[src/rtl/div_if.sv]
// rtl/div_if.sv - execute-stage to divider request/result bundle
interface div_if;
   logic        signed_div_i;
   logic [31:0] opdata1_i;
   logic [31:0] opdata2_i;
   logic        start_i;
   logic        annul_i;
   logic [63:0] result_o;
   logic        ready_o;

   modport master (
      output signed_div_i, opdata1_i, opdata2_i, start_i, annul_i,
      input  result_o, ready_o
   );

   modport slave (
      input  signed_div_i, opdata1_i, opdata2_i, start_i, annul_i,
      output result_o, ready_o
   );
endinterface

[src/rtl/div.sv]
// rtl/div.sv - 32-step restoring divider for DIV/DIVU, result {remainder, quotient}
module div (
   input  logic clk,
   input  logic rst,
   div_if.slave bus
);

   typedef enum logic [1:0] {
      FREE   = 2'd0,
      BYZERO = 2'd1,
      ON     = 2'd2,
      END    = 2'd3
   } state_t;

   state_t      r_state, w_state_nxt;
   logic [5:0]  r_cnt, w_cnt_nxt;
   logic [31:0] r_rem, w_rem_nxt;
   logic [31:0] r_quo, w_quo_nxt;
   logic [31:0] r_dvs, w_dvs_nxt;
   logic        r_sgn, w_sgn_nxt;
   logic        r_neg1, w_neg1_nxt;
   logic        r_neg2, w_neg2_nxt;
   logic [63:0] r_result, w_result_nxt;
   logic        r_ready, w_ready_nxt;

   logic [32:0] w_t;
   logic [31:0] w_mag1, w_mag2;
   logic [31:0] w_quo_fix, w_rem_fix;

   // 0x80000000 negates to itself and is then treated as an unsigned magnitude
   assign w_mag1 = (bus.signed_div_i && bus.opdata1_i[31]) ? (~bus.opdata1_i + 32'd1) : bus.opdata1_i;
   assign w_mag2 = (bus.signed_div_i && bus.opdata2_i[31]) ? (~bus.opdata2_i + 32'd1) : bus.opdata2_i;

   assign w_t       = {r_rem, r_quo[31]} - {1'b0, r_dvs};
   assign w_quo_fix = (r_sgn && (r_neg1 ^ r_neg2)) ? (~r_quo + 32'd1) : r_quo;
   assign w_rem_fix = (r_sgn && r_neg1) ? (~r_rem + 32'd1) : r_rem;

   always_comb begin
      w_state_nxt  = r_state;
      w_cnt_nxt    = r_cnt;
      w_rem_nxt    = r_rem;
      w_quo_nxt    = r_quo;
      w_dvs_nxt    = r_dvs;
      w_sgn_nxt    = r_sgn;
      w_neg1_nxt   = r_neg1;
      w_neg2_nxt   = r_neg2;
      w_result_nxt = r_result;
      w_ready_nxt  = r_ready;
      case (r_state)
         FREE: begin
            w_result_nxt = 64'd0;
            w_ready_nxt  = 1'b0;
            if (bus.start_i && !bus.annul_i) begin
               if (bus.opdata2_i == 32'd0) begin
                  w_state_nxt = BYZERO;
               end else begin
                  w_state_nxt = ON;
                  w_sgn_nxt   = bus.signed_div_i;
                  w_neg1_nxt  = bus.opdata1_i[31];
                  w_neg2_nxt  = bus.opdata2_i[31];
                  w_dvs_nxt   = w_mag2;
                  w_quo_nxt   = w_mag1;
                  w_rem_nxt   = 32'd0;
                  w_cnt_nxt   = 6'd0;
               end
            end
         end
         BYZERO: begin
            w_state_nxt  = END;
            w_result_nxt = 64'd0;
            w_ready_nxt  = 1'b1;
         end
         ON: begin
            if (bus.annul_i) begin
               w_state_nxt  = FREE;
               w_cnt_nxt    = 6'd0;
               w_ready_nxt  = 1'b0;
               w_result_nxt = 64'd0;
            end else if (r_cnt != 6'd32) begin
               if (!w_t[32]) begin
                  w_rem_nxt = w_t[31:0];
                  w_quo_nxt = {r_quo[30:0], 1'b1};
               end else begin
                  w_rem_nxt = {r_rem[30:0], r_quo[31]};
                  w_quo_nxt = {r_quo[30:0], 1'b0};
               end
               w_cnt_nxt = r_cnt + 6'd1;
            end else begin
               w_state_nxt  = END;
               w_ready_nxt  = 1'b1;
               w_result_nxt = {w_rem_fix, w_quo_fix};
            end
         end
         END: begin
            if (!bus.start_i) begin
               w_state_nxt  = FREE;
               w_ready_nxt  = 1'b0;
               w_result_nxt = 64'd0;
            end
         end
         default: begin
            w_state_nxt  = FREE;
            w_ready_nxt  = 1'b0;
            w_result_nxt = 64'd0;
         end
      endcase
   end

   always_ff @(posedge clk or posedge rst) begin
      if (rst) begin
         r_state  <= FREE;
         r_cnt    <= 6'd0;
         r_rem    <= 32'd0;
         r_quo    <= 32'd0;
         r_dvs    <= 32'd0;
         r_sgn    <= 1'b0;
         r_neg1   <= 1'b0;
         r_neg2   <= 1'b0;
         r_result <= 64'd0;
         r_ready  <= 1'b0;
      end else begin
         r_state  <= w_state_nxt;
         r_cnt    <= w_cnt_nxt;
         r_rem    <= w_rem_nxt;
         r_quo    <= w_quo_nxt;
         r_dvs    <= w_dvs_nxt;
         r_sgn    <= w_sgn_nxt;
         r_neg1   <= w_neg1_nxt;
         r_neg2   <= w_neg2_nxt;
         r_result <= w_result_nxt;
         r_ready  <= w_ready_nxt;
      end
   end

   assign bus.result_o = r_result;
   assign bus.ready_o  = r_ready;

endmodule
[src/flat_wrapper.sv]
// flat-port wrapper written by rule: the top's interface ports become plain ports
module div_flat 
  (clk, rst, bus_signed_div_i, bus_opdata1_i, bus_opdata2_i, bus_start_i, bus_annul_i, bus_result_o, bus_ready_o);
  div_if bus_i ();
  input  logic clk;
  input  logic rst;
  input wire logic [$bits(bus_i.signed_div_i)-1:0] bus_signed_div_i;
  input wire logic [$bits(bus_i.opdata1_i)-1:0] bus_opdata1_i;
  input wire logic [$bits(bus_i.opdata2_i)-1:0] bus_opdata2_i;
  input wire logic [$bits(bus_i.start_i)-1:0] bus_start_i;
  input wire logic [$bits(bus_i.annul_i)-1:0] bus_annul_i;
  output wire logic [$bits(bus_i.result_o)-1:0] bus_result_o;
  output wire logic [$bits(bus_i.ready_o)-1:0] bus_ready_o;
  assign bus_i.signed_div_i = bus_signed_div_i;
  assign bus_i.opdata1_i = bus_opdata1_i;
  assign bus_i.opdata2_i = bus_opdata2_i;
  assign bus_i.start_i = bus_start_i;
  assign bus_i.annul_i = bus_annul_i;
  assign bus_result_o = bus_i.result_o;
  assign bus_ready_o = bus_i.ready_o;
  div u_core (.clk(clk), .rst(rst), .bus(bus_i));
endmodule
[config.mk]
export PLATFORM = sky130hd
export DESIGN_NAME = div_flat
export DESIGN_NICKNAME = d
export VERILOG_FILES = /design/src/rtl/div_if.sv /design/src/rtl/div.sv /design/src/flat_wrapper.sv
export SDC_FILE = /design/constraint.sdc
export NUM_CORES = 1
export LEC_CHECK = 0
export ABC_AREA = 1
export CAP_MARGIN = 10
export CORE_ASPECT_RATIO = 0.75
export CORE_UTILIZATION = 59
export CTS_CLUSTER_SIZE = 10
export DETAILED_ROUTE_END_ITERATION = 8
export GPL_ROUTABILITY_DRIVEN = 0
export PLACE_DENSITY = 0.82
export SETUP_SLACK_MARGIN = 0.02
export SLEW_MARGIN = 15
export SYNTH_ARGS = -nofsm -noshare
export SYNTH_HDL_FRONTEND = slang
export SYNTH_SLANG_ARGS = --single-unit
[constraint.sdc]
create_clock -name clk -period 7.1 [get_ports clk]
set_input_delay 1.42 -clock clk [delete_from_list [all_inputs] [get_ports clk]]
set_output_delay 1.42 -clock clk [all_outputs]
set_load 0.02 [all_outputs]
==> results by stage <==
Clock tree:
- The CTS tree is yes.
- Post-CTS repair changed the size of 0 cells.
- The post-CTS setup buffer count is 0.
- In this run, post-CTS hold repair placed 0 buffers.
- Clock tree synthesis found a total of 172 sinks.
- The clock reaches the later pin of the worst-skew pair after 440 ps.
- The number of CTS-inserted buffers is 17.
- The maximum root-to-sink buffer count is 2.
- The clock transition at the registers of the reported paths is 70 ps.
- The H-tree was split into 4 levels.
- The tree is rooted in a sky130_fd_sc_hd__clkbuf_16.

Timing:
- The count of final hold-check violations is 0.
- The portion of the clock cycle consumed by the worst path in the final layout is 0.549.
- Setup violations remaining at the end of the flow were counted as 0.
- The relative max-transition margin is 0.295.
- For the pin with the worst max-slew slack, the measured transition is 1050 ps.
- Clock skew on the completed layout was measured at 13.8 ps.
- For this run, the top clock speed supported by timing is 256 MHz.
- Setup repair after global routing left no endpoint under its margin.
- The final-layout worst hold slack is 483 ps.
- The final count of pins violating max slew is 0.
- The setup TNS after final layout is 0 ps.
- Setup slack closes at 3200 ps.
- For the finished layout, the period the worst path requires is 3900 ps.

Power:
- Power spread over the standard cell area amounts to 328 nW/µm².
- The worst-case IR drop observed on VDD is 0.308 mV.
- The power consumption is 5.13 mW.
- For this design the static power due to leakage is 8.24 nW.

Synthesis:
- The area share of the leading cell type in the synthesized netlist is 0.316.
- In this run, synthesis inferred 0 flip-flops with an integrated enable.
- The number of nets produced by synthesis is 2,277.
- The cell taking the most area after synthesis is sky130_fd_sc_hd__dfrtp_1.
- Each instance of the synthesized netlist takes up on average 6.29 µm².
- In the synthesized netlist the dominant register cell turns out to be sky130_fd_sc_hd__dfrtp_1.
- Of the synthesized area, sequential elements account for 0.316.
- After synthesis, the cell types taking the most area are sky130_fd_sc_hd__dfrtp_1 (32%), sky130_fd_sc_hd__nand2_1 (20%), sky130_fd_sc_hd__inv_1 (8.7%).
- During synthesis, Yosys emitted a total of 0 warnings.
- The cell area that synthesis handed to floorplanning was 13,600 µm².
- The synthesized design contains 172 register bits.
- The post-synthesis cell type count is 54.
- The number of instances in the synthesized netlist is 2,165.
- Counting flops with an async set or reset pin after synthesis yields a share of 1.00.

Layout:
- The ratio of cells with drive above 1 in the final layout is 0.0426.
- The number of diodes added for antenna fixing is 0.
- Relative to the synthesized area, the layout overhead comes to 15.1%.
- The final cell count without fillers is 2,569.
- At the end of the flow, the number of nets in the layout was 2,374.

Detailed routing:
- The DRC violation count after routing is 0.
- The average wire per cell in the routed design is 15.7 µm.
- The via count is 14,616.
- Using the TritonRoute via totals, the vias-per-cell ratio works out to 5.69.
- The count of nets left with antenna violations once routing finished came out at 0.
- The starting DRC count in detailed routing is 2,115.
- The first TritonRoute pass finished after 6 iterations.
- Wires add up to 40.4 mm.

GRT:
- For met1 alone, demand over resource in global routing was 0.565.
- In the global route stage, overall resource usage came out at 0.345.
- For met3 alone, demand over resource in global routing was 0.0739.
- The largest net degree at the start of global routing is 72.
- The most used routing layer in global routing is met1.
- The final global-route overflow total is 0.
- For this run, global-route usage on met2 was measured as 0.449.
- The number of global-route vias before repair is 12,587.
- The initial antenna violation count is 0.
- The wire length of the first global-routing pass is 64.4 mm.

Placement:
- The detailed placer's ending HPWL is 31.1 mm.
- In this run, placement finished with an instance count of 2,537.
- The worst slack at placement is 2800 ps.
- The number of port buffers is 133.

Flow run:
- The total of max-cap violations is 0.

Min path:
- The worst min-delay path class is reg2reg.

Setup path:
- The highest net fanout along the worst path is 59.
- The worst path buffer plus inverter count is 2.
- The cell repeated most along the worst path is sky130_fd_sc_hd__nand3_1.
- Data on the critical path is required at its endpoint by 7480 ps.
- For this design, the slowest cell found on the critical path is sky130_fd_sc_hd__nor2_4.
- Broken down by cell family, the worst path's largest delay share belongs to simple AND/OR/NAND/NOR gates.
- Walking the worst path, the cells encountered are clkdlybuf4s50_1 > inv_1 > ha_1 > nand3_1 > nor2_1 > nand3b_1 > nor2_2 > nand2_2 > nand3_4 > nor2_4 > nand3_1 > nand2_1.
- Data arrives at the worst endpoint at 4280 ps.
- STA classifies the critical path endpoint as a register.
- The worst setup path is of the in2reg kind.
- The maximum single-stage delay on the critical path is 820 ps.
- The startpoint type of the worst setup path is an input pin.

Floorplan:
- The die outline height is 134 µm.
- The core region is 22,300 µm².
- The floorplan step defined a die boundary enclosing 23,700 µm².
- 134 I/O pins were placed.
- The initial utilization of the core area, before any placement, comes to 0.609.
- The placement row count is 47.
- In this run the horizontal extent of the chip is 177 µm.

Run status:
- The run finished with clean final reports.
## final timing paths
path	startpoint	to	slack, ps	cells past startpoint
min reg2reg	u_core.bus.result_o[26]	u_core.bus.result_o[26]	480	2
max in group asynchronous	rst	u_core.r_quo[8]	4460	3
min	u_core.bus.result_o[26]	u_core.bus.result_o[26]	480	2
max	bus_opdata2_i[0]	u_core.r_rem[31]	3200	12
min in group asynchronous	rst	u_core.bus.result_o[4]	1420	2
max reg2reg	u_core.r_state[0]	u_core.bus.result_o[20]	3670	13
## tightest hold or removal path: cells and delay by family, from the launching register on
kind | cells | cell delay, ps
DFF | 1 | 350
and+or+nand+nor | 2 | 100
## per-stage QoR
stage,util,area [µm²]
6_report,0.701,15700
3_3_place_gp,0.674,15100
2_1_floorplan,-,13600
5_1_grt,0.701,15700
4_1_cts,0.701,15700
3_5_place_dp,0.674,15100
## synthesized netlist by cell type (3+ instances only)
library cell and number:
sky130_fd_sc_hd__nand2_1 720, sky130_fd_sc_hd__inv_1 317, sky130_fd_sc_hd__nand3_1 230, sky130_fd_sc_hd__dfrtp_1 172
sky130_fd_sc_hd__nor2_1 170, sky130_fd_sc_hd__o21ai_0 143, sky130_fd_sc_hd__a21oi_1 81, sky130_fd_sc_hd__ha_1 42
sky130_fd_sc_hd__nor3_1 31, sky130_fd_sc_hd__buf_2 27, sky130_fd_sc_hd__xor2_1 27, sky130_fd_sc_hd__clkbuf_1 24
sky130_fd_sc_hd__nand4_1 21, sky130_fd_sc_hd__o21ai_1 17, sky130_fd_sc_hd__xnor2_1 14, sky130_fd_sc_hd__nand2_2 11
sky130_fd_sc_hd__nor2_2 9, sky130_fd_sc_hd__o211ai_1 9, sky130_fd_sc_hd__inv_2 8, sky130_fd_sc_hd__buf_6 7
sky130_fd_sc_hd__nand3b_1 7, sky130_fd_sc_hd__o31ai_1 7, sky130_fd_sc_hd__or2_2 7, sky130_fd_sc_hd__o21bai_1 5
sky130_fd_sc_hd__o22ai_1 5, sky130_fd_sc_hd__and2_1 4, sky130_fd_sc_hd__nor2_4 4, sky130_fd_sc_hd__nor4_1 4
sky130_fd_sc_hd__o221ai_1 4, sky130_fd_sc_hd__a32o_1 3, sky130_fd_sc_hd__nand2_4 3
## state kept, by name, summed over array words and instances, names as in the netlist
signal               flops
u_core.bus.result_o     64
u_core.r_dvs            32
u_core.r_quo            32
u_core.r_rem            32
u_core.r_cnt             6
u_core.r_state           2
u_core.bus.ready_o       1
u_core.r_neg1            1
u_core.r_neg2            1
u_core.r_sgn             1
## cell usage in the layout, fill, tap and decap left out, types with 7 or more instances in the layout
cell type,n
sky130_fd_sc_hd__a21oi_1,81
sky130_fd_sc_hd__nand3_1,230
sky130_fd_sc_hd__clkdlybuf4s50_1,133
sky130_fd_sc_hd__clkbuf_16,17
sky130_fd_sc_hd__nor3_1,31
sky130_fd_sc_hd__or2_2,7
sky130_fd_sc_hd__o21ai_0,143
sky130_fd_sc_hd__o21ai_1,17
sky130_fd_sc_hd__xnor2_1,14
sky130_fd_sc_hd__nor2_1,169
sky130_fd_sc_hd__xor2_1,27
sky130_fd_sc_hd__inv_1,316
sky130_fd_sc_hd__ha_1,42
sky130_fd_sc_hd__inv_2,8
sky130_fd_sc_hd__nand4_1,21
sky130_fd_sc_hd__nor2_2,10
sky130_fd_sc_hd__nand3b_1,7
sky130_fd_sc_hd__nand2_2,11
sky130_fd_sc_hd__o211ai_1,9
sky130_fd_sc_hd__dfrtp_1,172
sky130_fd_sc_hd__nand2_1,720
sky130_fd_sc_hd__o31ai_1,7
## metal layers
| layer | wire length, µm | part of all wire | vias to the layer above |
|---|---|---|---|
| li1 | - | - | 7090 |
| met1 | 19000 | 0.47 | 6603 |
| met2 | 15400 | 0.38 | 875 |
| met3 | 5550 | 0.14 | 48 |
| met4 | 484 | 0.012 | 0 |
| met5 | 0 | 0 | - |
## kinds of logic after synthesis
family	count (synthesis)	share of synthesized area
xor gates and xnor gates	41	0.0264
buffers and inverters	387	0.113
AOI/OAI and AO/OA	291	0.118
DFF	172	0.316
adders and majority gates	43	0.0401
and+or+nand+nor	1231	0.386
## area by class of cell
cell class	instances	area, µm²
multi-input combinational	1606	7770
fill	2004	6680
sequential	172	4300
timing repair buffer	139	1380
inverter	326	1230
clock buffer	17	425
tap	294	368
clock inverter	15	194
## report_power, final
group	total, mW	switching [mW]	internal, mW
logic	2.66	1.83	0.832
registers	1.50	0.241	1.26
clock network	0.976	0.466	0.509
Power figures use the tool's default switching activity.
